$ cat config.mk
export PLATFORM = sky130hd
export DESIGN_NAME = dot_product_ctrl
export DESIGN_NICKNAME = d
export VERILOG_FILES = /design/src/rtl/dot_product_ctrl_pkg.sv /design/src/rtl/dot_product_ctrl_mac.sv /design/src/rtl/dot_product_ctrl.sv
export SDC_FILE = /design/constraint.sdc
export NUM_CORES = 1
export LEC_CHECK = 0
export BUFFER_PORTS_ARGS = -buffer_cell sky130_fd_sc_hd__buf_2
export CAP_MARGIN = 20
export CORE_UTILIZATION = 30
export DETAILED_ROUTE_END_ITERATION = 7
export PLACE_DENSITY = 0.42
export SLEW_MARGIN = 10
export SYNTH_ARGS = -nofsm -noshare
export SYNTH_HDL_FRONTEND = slang
export SYNTH_SLANG_ARGS = --single-unit
export TNS_END_PERCENT = 100
$ cat constraint.sdc
create_clock -name clk -period 6 [get_ports clk]
set_input_delay 0.9 -clock clk [delete_from_list [all_inputs] [get_ports clk]]
set_output_delay 0.9 -clock clk [all_outputs]
set_load 0.01 [all_outputs]
$ cat src/rtl/dot_product_ctrl_pkg.sv
// Shared types and sizing helpers for the dot-product read sequencer.
package dot_product_ctrl_pkg;

  typedef enum logic [1:0] {
    IDLE  = 2'd0,
    ISSUE = 2'd1,
    DRAIN = 2'd2
  } state_e;

  localparam int SRAM_READ_LATENCY = 1;

  function automatic int acc_w(input int dw, input int aw);
    return 2 * dw + aw;
  endfunction

endpackage

$ cat src/rtl/dot_product_ctrl_mac.sv
// Product register, accumulator and valid pipe tracking SRAM reads.
module dot_product_ctrl_mac
  import dot_product_ctrl_pkg::*;
#(
  parameter int data_width = 8,
  parameter int acc_width  = 20
) (
  input  logic                  clk,
  input  logic                  rst,
  input  logic                  clr_i,
  input  logic                  rd_en_i,
  input  logic [data_width-1:0] a_i,
  input  logic [data_width-1:0] b_i,
  output logic [acc_width-1:0]  acc_o,
  output logic                  last_o
);

  localparam int PW = 2 * data_width;
  localparam int L  = SRAM_READ_LATENCY;

  logic [L-1:0]         sram_v_q, sram_v_d;
  logic                 prod_v_q, prod_v_d;
  logic [PW-1:0]        prod_q, prod_d;
  logic [acc_width-1:0] acc_q, acc_d;

  always_comb begin
    sram_v_d    = '0;
    sram_v_d[0] = rd_en_i;
    for (int i = 1; i < L; i++) sram_v_d[i] = sram_v_q[i-1];
    prod_v_d = sram_v_q[L-1];
    prod_d   = PW'(a_i) * PW'(b_i);
    acc_d    = acc_q;
    if (prod_v_q) acc_d = acc_q + acc_width'(prod_q);
    if (clr_i) begin
      sram_v_d = '0;
      prod_v_d = 1'b0;
      acc_d    = '0;
    end
  end

  always_ff @(posedge clk) begin
    if (rst) begin
      sram_v_q <= '0;
      prod_v_q <= 1'b0;
      prod_q   <= '0;
      acc_q    <= '0;
    end else begin
      sram_v_q <= sram_v_d;
      prod_v_q <= prod_v_d;
      prod_q   <= prod_d;
      acc_q    <= acc_d;
    end
  end

  // Final product sits in the register with nothing behind it.
  assign last_o = prod_v_q & ~(|sram_v_q) & ~rd_en_i;
  assign acc_o  = acc_q;

endmodule

$ cat src/rtl/dot_product_ctrl.sv
// Dot-product read sequencer: FSM, length clamp and shared SRAM address.
module dot_product_ctrl
  import dot_product_ctrl_pkg::*;
#(
  parameter int data_width = 8,
  parameter int addr_width = 4,
  parameter int acc_width  = acc_w(data_width, addr_width)
) (
  input  logic                  clk,
  input  logic                  rst,
  input  logic                  Start,
  input  logic [addr_width:0]   Length,
  output logic                  Busy,
  output logic                  Done,
  output logic [acc_width-1:0]  Result,
  output logic                  Chip_Select,
  output logic                  En_Read,
  output logic [addr_width-1:0] Read_Addr,
  input  logic [data_width-1:0] A_Data,
  input  logic [data_width-1:0] B_Data
);

  localparam logic [addr_width:0] DEPTH = {1'b1, {addr_width{1'b0}}};

  state_e                state_q, state_d;
  logic [addr_width:0]   n_q, n_d, len_c;
  logic [addr_width-1:0] cnt_q, cnt_d;
  logic [addr_width-1:0] addr_q, addr_d;
  logic                  en_q, en_d;
  logic                  busy_q, busy_d;
  logic                  done_q, done_d;
  logic                  zl_q, zl_d;
  logic                  clr;
  logic                  mac_last;

  assign len_c = (Length > DEPTH) ? DEPTH : Length;

  always_comb begin
    state_d = state_q;
    n_d     = n_q;
    cnt_d   = cnt_q;
    addr_d  = '0;
    en_d    = 1'b0;
    busy_d  = busy_q;
    done_d  = 1'b0;
    zl_d    = 1'b0;
    clr     = 1'b0;
    unique case (state_q)
      IDLE: begin
        // Zero-length run finishes one edge after acceptance.
        if (zl_q) begin
          done_d = 1'b1;
          busy_d = 1'b0;
        end else if (Start) begin
          clr    = 1'b1;
          busy_d = 1'b1;
          n_d    = len_c;
          cnt_d  = '0;
          if (len_c == '0) zl_d = 1'b1;
          else state_d = ISSUE;
        end
      end
      ISSUE: begin
        en_d   = 1'b1;
        addr_d = cnt_q;
        cnt_d  = cnt_q + 1'b1;
        if ({1'b0, cnt_q} == n_q - 1'b1) state_d = DRAIN;
      end
      DRAIN: begin
        if (mac_last) begin
          done_d  = 1'b1;
          busy_d  = 1'b0;
          state_d = IDLE;
        end
      end
      default: state_d = IDLE;
    endcase
  end

  always_ff @(posedge clk) begin
    if (rst) begin
      state_q <= IDLE;
      n_q     <= '0;
      cnt_q   <= '0;
      addr_q  <= '0;
      en_q    <= 1'b0;
      busy_q  <= 1'b0;
      done_q  <= 1'b0;
      zl_q    <= 1'b0;
    end else begin
      state_q <= state_d;
      n_q     <= n_d;
      cnt_q   <= cnt_d;
      addr_q  <= addr_d;
      en_q    <= en_d;
      busy_q  <= busy_d;
      done_q  <= done_d;
      zl_q    <= zl_d;
    end
  end

  dot_product_ctrl_mac #(
    .data_width(data_width),
    .acc_width (acc_width)
  ) u_mac (
    .clk    (clk),
    .rst    (rst),
    .clr_i  (clr),
    .rd_en_i(en_q),
    .a_i    (A_Data),
    .b_i    (B_Data),
    .acc_o  (Result),
    .last_o (mac_last)
  );

  assign Busy        = busy_q;
  assign Chip_Select = busy_q;
  assign Done        = done_q;
  assign En_Read     = en_q;
  assign Read_Addr   = addr_q;

endmodule

# Word-level counts from Yosys, hierarchy flattened
# Cells that the tools add are included.
[word_totals]
wordCells = 67
register_bits = 57
input_bits = 24
output_inout_bits = 28
[classes]
n_mul = 1
order_cmp = 1
n_eq_ne = 9
n_bitwise = 8
reduce_logical = 11
n_addsub = 3
muxes = 22
[ops]
columns = ["op", "count"]
rows = [
  ["20-bit by 16-bit adder with 20-bit output", 1],
  ["8-bit by 8-bit multiplier with 16-bit output", 1],
  ["1-bit two-way mux", 10],
  ["2-bit two-way mux", 5],
  ["2-bit inequality test (second input constant)", 5],
  ["3-bit AND reduction", 3],
  ["4-bit two-way mux", 2],
  ["4-bit one-hot mux with 2 select lines", 1],
  ["1-bit NOT", 6],
  ["2-bit one-hot mux with 3 select lines", 1],
  ["4-bit by 5-bit == test with 1-bit output", 1],
  ["5-bit > comparator (second input constant)", 1],
  ["5-bit logical NOT", 1],
  ["5-bit two-way mux", 1],
  ["5-bit AND reduction", 1],
  ["5-bit by 1-bit subtractor with 5-bit output (second input constant)", 1],
  ["4-bit by 1-bit adder with 4-bit output (second input constant)", 1],
  ["1-bit one-hot mux with 2 select lines", 2],
  ["2-bit nonzero test", 2],
  ["2-bit OR reduction", 2],
  ["4-bit OR reduction", 1],
  ["3-bit inequality test (second input constant)", 1],
  ["1-bit bitwise AND", 2],
  ["2-bit by 1-bit == test with 1-bit output (second input constant)", 1],
  ["other kinds (2)", 2],
]

# Longest topological paths before layout
# Gate-level depths: netlist (run 1).
[depth]
word_depth = 7
depth_mapped = 17

# Cells and area by module
# Synthesis (run 1) repeated with hierarchy kept, for this count alone.
[hier_totals]
hier_cells = 554
area_unflattened_um2 = 4918.5
[modules_own_cells]
columns = ["module", "cells_per_inst", "n_inst", "area_each_um2"]
rows = [
  ["dot_product_ctrl_mac", 465, 1, 4088.9],
  ["dot_product_ctrl", 89, 1, 829.5],
]

# Least setup slack after synthesis (run 1)
# Ideal clock, no wire load.
[synth_path]
kind = "input to register"
from = "input A_Data[0]"
to = "register u_mac.prod_q[14]"
n_path_buf = 0
arrival_time_ns = 4.611
path_stages = 16
setup_ns = 0.128
path_slack_ns = 1.261
cell_sequence = "nand2_1 -> fa_1 -> fa_1 -> inv_1 -> fa_1 -> inv_1 -> fa_1 -> inv_1 -> ha_1 -> nand3_1 -> o211ai_1 -> or4_1 -> a31oi_1 -> o21ai_1 -> xnor2_1 -> nor2_1"
[synth_via]
elab_chain_len = 1
[synth_rtl]
columns = ["item", "line_no", "text"]
rows = [
  ["start: declaration", "dot_product_ctrl.sv:19", "input logic [data_width-1:0] A_Data,"],
  ["8-bit by 8-bit multiplier with 16-bit output", "dot_product_ctrl_mac.sv:31", "prod_d = PW'(a_i) * PW'(b_i);"],
  ["end signal: assignment", "dot_product_ctrl_mac.sv:50", "prod_q <= prod_d;"],
  ["end: declaration", "dot_product_ctrl_mac.sv:23", "logic [PW-1:0] prod_q, prod_d;"],
]
# Every way passes these cells.
# A chain may end at the register's enable or synchronous reset.

# Final worst setup path (run 1)
[layout_path]
from = "input B_Data[7]"
to = "register u_mac.prod_q[14]"
[layout_via]
elab_chain_len = 1
[layout_rtl]
columns = ["item", "line_no", "text"]
rows = [
  ["start: declaration", "dot_product_ctrl.sv:20", "input logic [data_width-1:0] B_Data"],
  ["8-bit by 8-bit multiplier with 16-bit output", "dot_product_ctrl_mac.sv:31", ""],
]
# Every way passes these cells.

==> flow_summary.ini, run 1 <==
[synthesis]
ys_types = 58
synth-adder-area-share_pct = 29.1
synthSimpleGateAreaFrac_pct = 21.1
ys_seq_area_share_pct = 23.4
syn-num-nets = 661
synth_top_family_by_area = adder cells
synth_compound_area_share_pct = 13.6
synthFlopType = dfxtp_1
synth_xor_xnor_area_share_pct = 5.03
syn_inst = 546
synth_edf_count = 0
syn_area_mm2 = 0.00487
yosys_warnings = 0
ys_seq_elements = 57
synthMuxAreaShare_pct = 2.46
synth_async_sr_flop_share_pct = 0
syn_area_per_cell_um2 = 8.93

[placed_design]
port_buffers = 51
placed_area_mm2 = 0.00536
detailedPlace.worstSlack_ns = 0.833
hpwl_um = 8610
place.gp.congestion = 0.776

[timing]
fin_setup_tns_ns = 0
fmax_mhz = 208
timing.hold.ws_ns = 0.452
slew_headroom_pct = 63.8
setup_violations = 0
hold_viol_final = 0
rsz0062_at_grt = false
post-route-period-util_pct = 80.2
final_max_slew_viol_count = 0
worst_slack_ns = 1.19
fin_worst_skew_ns = 0.00507
period_minus_slack_ns = 4.81
tightestPinTransition_ns = 0.543

[routing]
avgRoutedWirePerCell_um = 12.9
routed_wl_um = 10600
vias_per_cell = 4.54
drtAntennaViolNets = 0
drc_errors = 0
vias = 3731
dr.pass1.iters = 4
initialDrtViolationCount = 118

[final_layout]
final_area_mm2 = 0.00567
area_growth_pct = 16.3
multiInputGateArea_mm2 = 0.00347
regArea_mm2 = 0.00114
final_cell_mix = and2_1 (59), dfxtp_1 (57), inv_1 (56), ha_1 (54), buf_2 (51)
layout_commonest_cell = and2_1
fill_cells = 1705
insertedDiodeCount = 0
nets = 715
drive_gt1_share_pct = 13.9

[power]
power_density_mw_per_mm2 = 279
cellLeakagePower_nw = 2.64
ir_worst_vdd_mv = 0.112

[floorplanning]
pin_count = 52
initial_utilization_pct = 30.7
die_height_um = 129
dieArea_mm2 = 0.0168
core-area_mm2 = 0.0159
die_w_um = 129
rows = 46

[clock_network]
cts_buffers = 9
cts_max_level = 3
clk_latency_ns = 0.32
root_buffer = clkbuf_16
clk_pin_slew_ns = 0.05
clock-sinks = 57
clock_path_buffers = 2
cts_hold_buf = 0
cts_resized = 0
post_cts_buffers = 0
cts_tree = done

[setup_path]
critPathTopFamily = adder cells
critPathBufInv = 4
crit_top_cell = fa_1
path_class = input port to register
cp.depth = 17
r2r_cells = 10
cp-start-kind = input port
slowest_stage = fa_1
crit_path_end_kind = register
slowest_delay_ns = 0.55
arrival_ns = 5.00
cp_max_fo = 8
crit_required_ns = 6.18
worstPathCellList = buf_2 -> nand2_1 -> fa_1 -> fa_1 -> inv_1 -> fa_1 -> inv_1 -> fa_1 -> inv_1 -> ha_1 -> nand3_1 -> o211ai_1 -> or4_1 -> a31oi_1 -> o21ai_1 -> xnor2_1 -> nor2_1

[run_status]
outcome = complete, no violations

[global_routing]
grt_util_all_layers_pct = 13.1
grt_pass1_wl_um = 17300
grt_remaining_overflow = 0
grt_pass1_vias = 3537
antenna_found_initial = 0
grt_max_degree = 33

[hold_path]
worstHoldPathCells = 1
min_path_type = register to register

[flow_run]
cap_violations = 0
==> registers in the layout, summed over array words and instances, names as in the netlist <==
| name | cells |
|---|---|
| u_mac.sram_v_q | 1 |
| n_q | 5 |
| u_mac.prod_q | 16 |
| u_mac.acc_o | 20 |
| Read_Addr | 4 |
| Busy | 1 |
| zl_q | 1 |
| u_mac.prod_v_q | 1 |
| state_q | 2 |
| cnt_q | 4 |
| En_Read | 1 |
| Done | 1 |
==> worst paths after layout <==
kind | startpoint | to | slack, ns
worst max-delay path | B_Data[7] | u_mac.prod_q[14]$_SDFF_PP0_ | 1.19
worst min register to register | u_mac.sram_v_q$_SDFF_PP0_ | u_mac.prod_v_q$_SDFF_PP0_ | 0.45
worst max register to register | u_mac.acc_o[0]$_SDFFE_PP0P_ | u_mac.acc_o[16]$_SDFFE_PP0P_ | 3.52
worst min-delay path | u_mac.sram_v_q$_SDFF_PP0_ | u_mac.prod_v_q$_SDFF_PP0_ | 0.45
==> per-layer routing <==
layer / GRT usage (%) / share of wire, % / up-vias
li1: - / - / 1930
met1: 18.2 / 53 / 1744
met2: 20.4 / 43 / 50
met3: 2.39 / 2.5 / 7
met4: 4.45 / 1.2 / 0
met5: 0 / 0 / -
==> cells in the mapped netlist, drive strengths merged, types with 2 or more instances <==
cell type  instances  area (µm²)
a21o               7        61.3
nor2b             12        82.6
a31oi              3        18.8
buf                3        15.0
o21ai             21         116
o31ai              2        15.0
fa                37         741
or3                4        31.3
nand3             10        50.1
xor2              15         131
o21a               5        38.8
o211ai             3        27.5
o31a               3        28.8
and3               3        21.3
mux2i             12         120
nand3b             4        30.0
a22oi              4        30.0
clkbuf             6        32.5
a21oi             26         134
xnor2             13         114
o21bai             6        45.0
nor2              47         176
o41ai              2        32.5
ha                54         676
nand2b             4        25.0
a211oi             6        45.0
and2              59         369
nand2             41         154
nor3               6        30.0
and2b              2        15.0
a2111oi            2        17.5
inv               56         210
dfxtp             57        1140
==> power by group <==
part / internal [W] / total [W] / switching, W
clock network: 0.000354 / 0.000514 / 0.000160
registers: 0.000419 / 0.000440 / 0.0000209
logic: 0.000280 / 0.000629 / 0.000349
==> layout make-up <==
cell class	instances	share of cell area, %
Clock buffer	14	4.83
Clock inverter	2	0.618
Inverter	56	3.71
Multi-Input combinational cell	424	61.3
Sequential cell	57	20.1
Tap cell	216	4.77
Timing Repair Buffer	52	4.64
==> kinds of logic after synthesis <==
group / Yosys count
flip-flops: 57
XOR/XNOR: 28
AO/OA/AOI/OAI: 95
adder cells (fa/ha/maj): 91
multiplexers: 12
AND/OR/NAND/NOR: 198
buffers and inverters: 65
==> through the flow <==
stage | cells | total power [W] | utilization, %
after floorplan | 546 | 0.000940 | -
after global placement | 805 | 0.00108 | 33.7
after detailed placement | 805 | 0.00108 | 33.7
after CTS | 821 | 0.00161 | 35.7
after global routing | 821 | 0.00172 | 35.7
final | 821 | 0.00158 | 35.7
No activity file was read; power rests on OpenSTA's default activity.
==> run 2, diff against run 1 <==
--- a/config.mk
+++ b/config.mk
@@ -9,7 +9,7 @@
 export CAP_MARGIN = 20
 export CORE_UTILIZATION = 30
 export DETAILED_ROUTE_END_ITERATION = 7
-export PLACE_DENSITY = 0.42
+export PLACE_DENSITY = 0.44
 export SLEW_MARGIN = 10
 export SYNTH_ARGS = -nofsm -noshare
 export SYNTH_HDL_FRONTEND = slang
==> constraint.sdc (replaced) <==
create_clock -name clk -period 4.4 [get_ports clk]
set_input_delay 0.66 -clock clk [delete_from_list [all_inputs] [get_ports clk]]
set_output_delay 0.66 -clock clk [all_outputs]
set_load 0.01 [all_outputs]
==> flow_summary.ini, run 2 (synthesized netlist as in run 1, its figures left out) <==
[clock_network]
root_buffer = clkbuf_16
post_cts_buffers = 0
clock-sinks = 57
cts_buffers = 9
clk_pin_slew_ns = 0.05
clock_path_buffers = 2
cts_tree = done
cts_max_level = 3
cts_resized = 0
clk_latency_ns = 0.32
cts_hold_buf = 0

[floorplanning]
rows = 46
die_height_um = 129
pin_count = 52
dieArea_mm2 = 0.0168
core-area_mm2 = 0.0159
initial_utilization_pct = 30.7
die_w_um = 129

[timing]
fin_setup_tns_ns = 0
post-route-period-util_pct = 96.2
hold_viol_final = 0
period_minus_slack_ns = 4.23
fmax_mhz = 236
rsz0062_at_grt = true
setup_violations = 0
slew_headroom_pct = 62.5
fin_worst_skew_ns = 0.00610
tightestPinTransition_ns = 0.562
final_max_slew_viol_count = 0

[final_layout]
drive_gt1_share_pct = 21.3
largest_register_ffs = 20
area_growth_pct = 24.1
nets = 748
insertedDiodeCount = 0
fill_cells = 1670
finalNonFillerCells = 854
final_cell_mix = dfxtp_1 (57), and2_1 (57), inv_1 (54), buf_2 (50), ha_1 (49)

[routing]
initialDrtViolationCount = 122
vias_per_cell = 4.53
avgRoutedWirePerCell_um = 12.3
dr.pass1.iters = 4
drtAntennaViolNets = 0
vias = 3869
drc_errors = 0
routed_wl_um = 10500

[global_routing]
grt_remaining_overflow = 0
antenna_found_initial = 0
grt_pass1_wl_um = 18100
grt_max_degree = 33
grt_pass1_vias = 3839
grt_util_all_layers_pct = 13.6

[hold_path]
min_path_type = register to register

[placed_design]
port_buffers = 51
placedCellCount = 838
hpwl_um = 8610
place.gp.congestion = 0.801

[setup_path]
cp-start-kind = input port
cp_max_fo = 7
crit_required_ns = 4.58
crit_path_end_kind = register
reg2reg_slack_ns = 1.92
path_class = input port to register
arrival_ns = 4.42

[flow_run]
cap_violations = 0

[power]
power_density_mw_per_mm2 = 409
ir_worst_vdd_mv = 0.179
cellLeakagePower_nw = 2.82
totalPowerFinal_w = 0.00247

[run_status]
outcome = complete, no violations
==> run 2: per-layer routing <==
| layer | part of all wire, % | global-route usage [%] | vias up |
|---|---|---|---|
| met5 | 0 | 0 | - |
| met4 | 1.5 | 5.20 | 0 |
| met3 | 2.7 | 1.82 | 11 |
| met2 | 44 | 21.7 | 59 |
| met1 | 52 | 18.6 | 1801 |
| li1 | - | - | 1998 |
==> run 2: final timing paths <==
check                                                    end  cells past startpoint                         from
worst max-delay path             u_mac.prod_q[14]$_SDFF_PP0_                     17                    B_Data[2]
worst min-delay path               u_mac.prod_v_q$_SDFF_PP0_                      1    u_mac.sram_v_q$_SDFF_PP0_
worst max register to register  u_mac.acc_o[18]$_SDFFE_PP0P_                     10  u_mac.acc_o[0]$_SDFFE_PP0P_
worst min register to register     u_mac.prod_v_q$_SDFF_PP0_                      1    u_mac.sram_v_q$_SDFF_PP0_
==> run 2: critical path: stages <==
cell,delay [ns]
buf_2,0.13
and2_1,0.18
fa_2,0.39
fa_1,0.48
inv_1,0.05
fa_1,0.46
fa_1,0.51
inv_2,0.04
ha_4,0.21
buf_4,0.14
nand3_1,0.07
o211ai_1,0.12
or4_4,0.46
a31oi_4,0.16
o21ai_1,0.11
xnor2_1,0.16
nor2_1,0.06
==> run 2: stage by stage <==
step / area, µm² / utilization, % / setup WS [ns] / hold WS [ns]
global placement: 5670 / 35.7 / -0.272 / 0.439
global route: 6050 / 38.1 / -0.0123 / 0.471
CTS: 6010 / 37.9 / 0.0189 / 0.467
finish: 6050 / 38.1 / 0.165 / 0.465
floorplan: 4940 / - / 0.0115 / 0.431
detailed placement: 5670 / 35.7 / -0.323 / 0.445
==> run 2: report_power, final <==
part           total [W]  internal (W)  leakage, nW  switching [W]
clock           0.000795      0.000564        0.172       0.000231
sequential      0.000597      0.000571        0.465      0.0000259
combinational    0.00108      0.000540         2.18       0.000540
total            0.00247       0.00168         2.82       0.000796
==> run 2: area by class of cell <==
type,instances,area (µm²),area share (%)
inverter,56,210,3.48
clock buffer,10,239,3.95
tap,216,270,4.47
sequential,57,1140,18.9
multi-input combinational,424,3570,59.0
clock inverter,6,105,1.74
timing repair buffer,85,513,8.48
